## src/rtl/elevator_pkg.sv

```systemverilog
// Shared zone codes, scheduler state encoding and a small helper for the
// elevator scheduler slice.
package elevator_pkg;

    localparam logic [1:0] ZONE_P   = 2'b00;
    localparam logic [1:0] ZONE_S   = 2'b01;
    localparam logic [1:0] ZONE_G   = 2'b10;
    localparam logic [1:0] ZONE_ERR = 2'b11;

    typedef enum logic [1:0] {
        IDLE = 2'b00,
        MOVE = 2'b01,
        DOOR = 2'b10
    } state_e;

    function automatic int max_int(input int a, input int b);
        return (a > b) ? a : b;
    endfunction

endpackage

```

## src/rtl/elevator_scheduler_floor_zone_decoder.sv

```systemverilog
// Combinational floor -> zone classifier (P parking, S upper, G basement,
// ERR outside the configured building). All comparisons are signed.
module floor_zone_decoder #(
    parameter int FLOOR_W   = 4,
    parameter int MIN_FLOOR = -4,
    parameter int MAX_FLOOR = 7,
    parameter int PARK_MAX  = 2
) (
    input  logic [FLOOR_W-1:0] floor_i,
    output logic [1:0]         zone_o
);
    import elevator_pkg::*;

    int fl_s;

    // Sign-extend the floor and classify it against the zone boundaries.
    always_comb begin
        fl_s = int'($signed(floor_i));
        if (((fl_s >= 32'sd0) && (fl_s <= PARK_MAX)) || (fl_s == MIN_FLOOR)) begin
            zone_o = ZONE_P;
        end else if ((fl_s > PARK_MAX) && (fl_s <= MAX_FLOOR)) begin
            zone_o = ZONE_S;
        end else if ((fl_s > MIN_FLOOR) && (fl_s < 32'sd0)) begin
            zone_o = ZONE_G;
        end else begin
            zone_o = ZONE_ERR;
        end
    end

endmodule

```

## src/rtl/elevator_scheduler.sv

```systemverilog
// SCAN elevator scheduler: pending-floor bitmap, travel/door timers, zone output.
// Optional macro ELEV_DOOR_HOLD_EN adds a door_hold input that keeps the door open.
module elevator_scheduler #(
    parameter int FLOOR_W       = 4,
    parameter int MIN_FLOOR     = -4,
    parameter int MAX_FLOOR     = 7,
    parameter int PARK_MAX      = 2,
    parameter int RESET_FLOOR   = 0,
    parameter int TRAVEL_CYCLES = 4,
    parameter int DOOR_CYCLES   = 3
) (
    input  logic               clk,
    input  logic               rst,
`ifdef ELEV_DOOR_HOLD_EN
    input  logic               door_hold,
`endif
    input  logic               req_valid,
    input  logic [FLOOR_W-1:0] req_floor,
    output logic               req_ready,
    output logic               req_err,
    output logic [FLOOR_W-1:0] cur_floor,
    output logic [1:0]         zone,
    output logic               moving,
    output logic               dir_up,
    output logic               door_open
);
    import elevator_pkg::*;

    localparam int NF = MAX_FLOOR - MIN_FLOOR + 1;
    localparam int TW = $clog2(max_int(TRAVEL_CYCLES, DOOR_CYCLES) + 1);
    localparam logic [TW-1:0]      TRAVEL_LOAD = TW'(TRAVEL_CYCLES - 1);
    localparam logic [TW-1:0]      DOOR_LOAD   = TW'(DOOR_CYCLES - 1);
    localparam logic [TW-1:0]      TMR_ONE     = TW'(1);
    localparam logic [FLOOR_W-1:0] FLOOR_ONE   = FLOOR_W'(1);
    localparam logic [FLOOR_W-1:0] FLOOR_RST   = FLOOR_W'(RESET_FLOOR);

    state_e             state_q, state_d;
    logic [FLOOR_W-1:0] floor_q, floor_d;
    logic               dir_q, dir_d;
    logic [NF-1:0]      pend_q, pend_d;
    logic [TW-1:0]      tmr_q, tmr_d;
    logic               err_q, err_d;

    logic               hs_s, req_ok_s, req_here_s, hold_s;
    logic               above_s, below_s, ahead_s, behind_s, step_hit_s;
    logic [FLOOR_W-1:0] step_floor_s;
    logic [NF-1:0]      req_bit_s, step_bit_s;
    int                 cur_s, req_s, step_s;

    assign req_ready = ~rst;

`ifdef ELEV_DOOR_HOLD_EN
    assign hold_s = door_hold;
`else
    assign hold_s = 1'b0;
`endif

    // Decode the request and summarise the pending bitmap relative to cur_floor.
    always_comb begin
        hs_s         = req_valid & req_ready;
        cur_s        = int'($signed(floor_q));
        req_s        = int'($signed(req_floor));
        req_ok_s     = (req_s >= MIN_FLOOR) && (req_s <= MAX_FLOOR);
        req_here_s   = hs_s && (req_s == cur_s);
        step_floor_s = dir_q ? (floor_q + FLOOR_ONE) : (floor_q - FLOOR_ONE);
        step_s       = int'($signed(step_floor_s));
        above_s      = 1'b0;
        below_s      = 1'b0;
        req_bit_s    = '0;
        step_bit_s   = '0;
        for (int i = 0; i < NF; i++) begin
            above_s       = above_s | (pend_q[i] & ((MIN_FLOOR + i) > cur_s));
            below_s       = below_s | (pend_q[i] & ((MIN_FLOOR + i) < cur_s));
            req_bit_s[i]  = hs_s & (req_s == (MIN_FLOOR + i));
            step_bit_s[i] = (step_s == (MIN_FLOOR + i));
        end
        ahead_s    = dir_q ? above_s : below_s;
        behind_s   = dir_q ? below_s : above_s;
        // Arriving floor stops the car if it was pending or is requested on this edge.
        step_hit_s = |(step_bit_s & (pend_q | req_bit_s));
    end

    // Next-state logic for the scheduler FSM, timers, pending bitmap and error pulse.
    always_comb begin
        state_d = state_q;
        floor_d = floor_q;
        dir_d   = dir_q;
        tmr_d   = tmr_q;
        pend_d  = pend_q | req_bit_s;
        err_d   = hs_s & ~req_ok_s;
        case (state_q)
            IDLE: begin
                if (req_here_s) begin
                    state_d = DOOR;
                    tmr_d   = DOOR_LOAD;
                    pend_d  = pend_q;
                end else if (|pend_q) begin
                    state_d = MOVE;
                    tmr_d   = TRAVEL_LOAD;
                    dir_d   = above_s;
                end else begin
                    state_d = IDLE;
                end
            end
            MOVE: begin
                if (tmr_q == '0) begin
                    floor_d = step_floor_s;
                    if (step_hit_s) begin
                        state_d = DOOR;
                        tmr_d   = DOOR_LOAD;
                        pend_d  = (pend_q | req_bit_s) & ~step_bit_s;
                    end else begin
                        tmr_d   = TRAVEL_LOAD;
                    end
                end else begin
                    tmr_d = tmr_q - TMR_ONE;
                end
            end
            DOOR: begin
                if (req_here_s || hold_s) begin
                    tmr_d  = DOOR_LOAD;
                    pend_d = req_here_s ? pend_q : (pend_q | req_bit_s);
                end else if (tmr_q == '0) begin
                    if (ahead_s) begin
                        state_d = MOVE;
                        tmr_d   = TRAVEL_LOAD;
                    end else if (behind_s) begin
                        state_d = MOVE;
                        tmr_d   = TRAVEL_LOAD;
                        dir_d   = ~dir_q;
                    end else begin
                        state_d = IDLE;
                    end
                end else begin
                    tmr_d = tmr_q - TMR_ONE;
                end
            end
            default: begin
                state_d = IDLE;
                tmr_d   = '0;
            end
        endcase
    end

    // State and datapath registers with asynchronous reset.
    always_ff @(posedge clk or posedge rst) begin
        if (rst) begin
            state_q <= IDLE;
            floor_q <= FLOOR_RST;
            dir_q   <= 1'b1;
            pend_q  <= '0;
            tmr_q   <= '0;
            err_q   <= 1'b0;
        end else begin
            state_q <= state_d;
            floor_q <= floor_d;
            dir_q   <= dir_d;
            pend_q  <= pend_d;
            tmr_q   <= tmr_d;
            err_q   <= err_d;
        end
    end

    assign cur_floor = floor_q;
    assign moving    = (state_q == MOVE);
    assign door_open = (state_q == DOOR);
    assign dir_up    = dir_q;
    assign req_err   = err_q;

    floor_zone_decoder #(
        .FLOOR_W   (FLOOR_W),
        .MIN_FLOOR (MIN_FLOOR),
        .MAX_FLOOR (MAX_FLOOR),
        .PARK_MAX  (PARK_MAX)
    ) u_zone (
        .floor_i (floor_q),
        .zone_o  (zone)
    );

endmodule

```

## config.mk

```make
export PLATFORM = sky130hd
export DESIGN_NAME = elevator_scheduler
export DESIGN_NICKNAME = d
export VERILOG_FILES = /design/src/rtl/elevator_pkg.sv /design/src/rtl/elevator_scheduler_floor_zone_decoder.sv /design/src/rtl/elevator_scheduler.sv
export SDC_FILE = /design/constraint.sdc
export NUM_CORES = 1
export LEC_CHECK = 0
export CORE_ASPECT_RATIO = 2
export CORE_MARGIN = 3
export CORE_UTILIZATION = 45
export CTS_BUF_LIST = sky130_fd_sc_hd__clkbuf_16
export DETAILED_ROUTE_END_ITERATION = 8
export DONT_BUFFER_PORTS = 1
export PLACE_DENSITY = 0.71
export RECOVER_POWER = 100
export SLEW_MARGIN = 20
export SYNTH_ARGS = -nofsm -noshare
export SYNTH_HDL_FRONTEND = slang
export SYNTH_HIERARCHICAL = 1
export SYNTH_SLANG_ARGS = --single-unit
```

## constraint.sdc

```tcl
create_clock -name clk -period 3.15 [get_ports clk]
set_clock_uncertainty 0.2 [all_clocks]
set_input_delay 0.945 -clock clk [delete_from_list [all_inputs] [get_ports clk]]
set_output_delay 0.945 -clock clk [all_outputs]
set_load 0.005 [all_outputs]
```

==> flow_results.xml, run 1 <==
<?xml version="1.0" encoding="UTF-8"?>
<metrics>
  <group name="final_layout">
    <metric name="final_nets" unit="">256</metric>
    <metric name="layout_commonest_cell" unit="">sky130_fd_sc_hd__a21oi_1</metric>
    <metric name="drive_above_1_share" unit="">0.09244</metric>
    <metric name="post_synthesis_to_final_layout_area_growth" unit="%">9.799</metric>
    <metric name="final_design_area_no_fill" unit="um^2">2117</metric>
    <metric name="final_cell_mix" unit="">37 x sky130_fd_sc_hd__a21oi_1, 22 x sky130_fd_sc_hd__dfrtp_1, 21 x sky130_fd_sc_hd__nand2_1</metric>
    <metric name="antenna_cells_inserted" unit="">0</metric>
    <metric name="layout.core_utilization" unit="">0.5127</metric>
  </group>
  <group name="timing">
    <metric name="finalHoldWorstSlack" unit="ps">352.4</metric>
    <metric name="timing.final.max_slew_violations" unit="">0</metric>
    <metric name="setup_viol" unit="">0</metric>
    <metric name="fin_crit_sh" unit="">0.9512</metric>
    <metric name="timing.final.ws_setup" unit="ps">153.7</metric>
    <metric name="worstMarginPinSlew" unit="ps">1377</metric>
    <metric name="min_period" unit="ps">2996</metric>
    <metric name="slew_headroom" unit="">0.08203</metric>
    <metric name="max_freq" unit="GHz">0.3337</metric>
    <metric name="finalHoldViolations" unit="">0</metric>
  </group>
  <group name="floorplanning">
    <metric name="io_pins" unit="">18</metric>
    <metric name="design.die.area" unit="um^2">5154</metric>
    <metric name="chipHeight" unit="um">98.57</metric>
    <metric name="chipWidth" unit="um">52.29</metric>
    <metric name="fp.coreArea" unit="um^2">4129</metric>
    <metric name="floorplan.initialDensity" unit="">0.4670</metric>
    <metric name="core.rowCount" unit="">33</metric>
  </group>
  <group name="place">
    <metric name="place.gp.congestion" unit="">1.043</metric>
    <metric name="placement_stage_worst_setup_slack" unit="ps">109.9</metric>
    <metric name="dp_hpwl" unit="um">4615</metric>
    <metric name="place.port_buffers" unit="">0</metric>
    <metric name="placed_area" unit="um^2">2027</metric>
  </group>
  <group name="pwr">
    <metric name="net-switching-power" unit="mW">1.445</metric>
    <metric name="netSwitchingFraction" unit="">0.5201</metric>
    <metric name="power.leakage" unit="nW">0.9195</metric>
    <metric name="cell_internal_pwr" unit="mW">1.333</metric>
    <metric name="p_per_area" unit="nW/um^2">1312</metric>
    <metric name="post-layout-total-power" unit="mW">2.778</metric>
    <metric name="comb_power_share" unit="">0.654</metric>
    <metric name="worst_ir_drop_vdd" unit="V">0.0008929</metric>
    <metric name="seq_power_share" unit="">0.245</metric>
    <metric name="clock_power_share" unit="">0.101</metric>
  </group>
  <group name="yosys">
    <metric name="synth_warnings" unit="">6</metric>
    <metric name="syn-cell-area" unit="um^2">1928</metric>
    <metric name="synth_unique_cells" unit="">58</metric>
    <metric name="synth.net_count" unit="">249</metric>
    <metric name="ys.flop_type" unit="">sky130_fd_sc_hd__dfrtp_1</metric>
    <metric name="syn_inst" unit="">232</metric>
    <metric name="ys_ff_latch" unit="">23</metric>
    <metric name="synth-edff-count" unit="">0</metric>
    <metric name="synth-async-reset-ratio" unit="">1.000</metric>
    <metric name="synth_seq_area_share" unit="">0.2992</metric>
    <metric name="mean_cell_area_of_the_mapped_netlist" unit="um^2">8.311</metric>
  </group>
  <group name="clock_tree">
    <metric name="cts_made_buffers" unit="">3</metric>
    <metric name="post_cts_setup_bufs" unit="">0</metric>
    <metric name="tritoncts_num_sinks" unit="">23</metric>
    <metric name="cts.path.max_buffers" unit="">2</metric>
    <metric name="insertion_delay" unit="ps">260</metric>
    <metric name="clock_tree.root_cell" unit="">sky130_fd_sc_hd__clkbuf_16</metric>
    <metric name="cts_max_level" unit="">1</metric>
    <metric name="tritoncts" unit="">done</metric>
    <metric name="cts_clk_pin_slew_worst_paths" unit="ps">60</metric>
  </group>
  <group name="global_route">
    <metric name="largest_net_degree_at_the_start_of_global_routing" unit="">24</metric>
    <metric name="overflow" unit="">0</metric>
    <metric name="grt_pass1_vias" unit="">1957</metric>
    <metric name="grt_antenna_before_repair" unit="">0</metric>
    <metric name="global_route_wire_length_before_repair" unit="um">9763</metric>
    <metric name="total_routing_resource_utilization_after_global_routing" unit="">0.2515</metric>
  </group>
  <group name="worst_setup_path">
    <metric name="worst-path-max-fanout" unit="">5</metric>
    <metric name="type_of_destination_of_the_critical_path" unit="">flop</metric>
    <metric name="setup.worst_path.start_class" unit="">flop</metric>
    <metric name="critical_path_required" unit="ps">3100</metric>
    <metric name="critical_path_arrival" unit="ps">2940</metric>
    <metric name="timing.setup.critical_path_class" unit="">reg2reg</metric>
  </group>
  <group name="min_path">
    <metric name="worstHoldPathType" unit="">reg2reg</metric>
  </group>
  <group name="detailed_routing">
    <metric name="routed_wl" unit="um">6071</metric>
    <metric name="route.vias.total" unit="">1879</metric>
    <metric name="remaining_drc_errors" unit="">0</metric>
    <metric name="drt-initial-drc-count" unit="">131</metric>
    <metric name="detail_routed_via_count_per_cell" unit="">6.479</metric>
    <metric name="detail_route.first_pass.iterations" unit="">6</metric>
    <metric name="number_of_antenna_violating_nets_in_the_routed_design" unit="">0</metric>
    <metric name="routed_wire_length_per_instance" unit="um">20.93</metric>
  </group>
  <group name="run">
    <metric name="max_cap_violations" unit="">0</metric>
  </group>
  <group name="outcome">
    <metric name="status" unit="">complete, no violations</metric>
  </group>
</metrics>
cell usage after synthesis, types with 3 or more instances:
cell	count	area, um^2
sky130_fd_sc_hd__nor3_1	5	25.02
sky130_fd_sc_hd__a31oi_1	6	37.54
sky130_fd_sc_hd__nor3b_1	3	22.52
sky130_fd_sc_hd__o21ai_0	4	20.02
sky130_fd_sc_hd__and3_1	7	43.79
sky130_fd_sc_hd__and2_1	4	25.02
sky130_fd_sc_hd__nor2_1	15	56.30
sky130_fd_sc_hd__buf_2	6	30.03
sky130_fd_sc_hd__nor2b_1	3	18.77
sky130_fd_sc_hd__xor2_1	5	43.79
sky130_fd_sc_hd__a21oi_1	37	185.2
sky130_fd_sc_hd__dfrtp_1	22	550.5
sky130_fd_sc_hd__o22a_1	4	35.03
sky130_fd_sc_hd__nand2_1	21	78.83
sky130_fd_sc_hd__nor4_1	4	25.02
sky130_fd_sc_hd__nand2b_1	5	31.28
sky130_fd_sc_hd__a21o_1	3	22.52
sky130_fd_sc_hd__ha_1	9	112.6
sky130_fd_sc_hd__a211oi_1	10	75.07
sky130_fd_sc_hd__inv_1	13	48.80
metrics by stage:
| step | TNS [ps] | instances |
|---|---|---|
| 2_1_floorplan | 0 | 232 |
| 3_3_place_gp | 0 | 286 |
| 3_5_place_dp | 0 | 286 |
| 4_1_cts | 0 | 290 |
| 5_1_grt | -10.36 | 290 |
| 6_report | 0 | 290 |
layout make-up:
class                      instances  area [um^2]
fill                             399         2012
multi-input combinational        187         1284
sequential                        23        576.8
clock buffer                       3        75.07
tap                               52        65.06
timing repair buffer              11        63.81
inverter                          13        48.80
clock inverter                     1        3.754
final timing paths:
| check | slack, ps | cells past startpoint | endpoint | startpoint |
|---|---|---|---|---|
| min | 350 | 2 | dir_up$_DFFE_PP1P_ | dir_up$_DFFE_PP1P_ |
| max in group asynchronous | 970 | 2 | pend_q[10]$_DFFE_PP0P_ | rst |
| max reg2reg | 150 | 9 | tmr_q[2]$_DFFE_PP0P_ | cur_floor[0]$_DFFE_PP0P_ |
| max | 150 | 9 | tmr_q[2]$_DFFE_PP0P_ | cur_floor[0]$_DFFE_PP0P_ |
| min in group asynchronous | 970 | 2 | req_err$_DFF_PP0_ | rst |
| min reg2reg | 350 | 2 | dir_up$_DFFE_PP1P_ | dir_up$_DFFE_PP1P_ |
power groups by stage:
stage	Combinational [mW]	Clock, mW	Sequential, mW
final	1.82	0.280	0.681
after global routing	1.99	0.299	0.701
after CTS	1.76	0.283	0.669
after detailed placement	1.75	0	0.674
after global placement	1.73	0	0.670
after floorplan	1.34	0	0.591
critical path, cell delays in order, from the launching register on:
cell and delay [ps]:
sky130_fd_sc_hd__dfrtp_1 450, sky130_fd_sc_hd__or4_1 560, sky130_fd_sc_hd__ha_1 210, sky130_fd_sc_hd__a22oi_1 210, sky130_fd_sc_hd__nand4_1 180, sky130_fd_sc_hd__nor4_4 320, sky130_fd_sc_hd__buf_4 180, sky130_fd_sc_hd__a41o_1 270
sky130_fd_sc_hd__a21oi_1 80, sky130_fd_sc_hd__o41ai_2 230
layer usage:
layer | share of wire | GRT usage | routed length, um
met3 | 0.052 | 0.02118 | 318
met1 | 0.34 | 0.2603 | 2060
met2 | 0.55 | 0.4531 | 3326
met4 | 0.060 | 0.1634 | 365
met5 | 0 | 0 | 0
logic make-up after synthesis:
kind of cell / synth area share
simple gates: 0.2459
xor+xnor: 0.04024
compound gates: 0.2953
fa+ha+maj: 0.06879
flops: 0.2992
buf+inv: 0.05062
state kept, by name, summed over array words and instances, names as in the netlist:
| signal | cells |
|---|---|
| pend_q | 12 |
| cur_floor | 4 |
| tmr_q | 3 |
| state_q | 2 |
| dir_up | 1 |
| req_err | 1 |
repair_timing:
action | CTS | global route
hold buffers | 0 | 0
gates resized for setup | 0 | 5
endpoints found under the setup margin | 0 | 3
Note: power is estimated with default switching activity, not from simulation.
==> run 2: changes to the inputs <==
TNS_END_PERCENT = 100   (was not set)
==> results of run 2 <==
Same layout as run 1: the final DEF is identical, and so are final timing and power.
==> run 3: changes to the inputs <==
SLEW_MARGIN = not set   (was 20)
==> results of run 3 <==
Same layout as run 1: the final DEF is identical, and so are final timing and power.
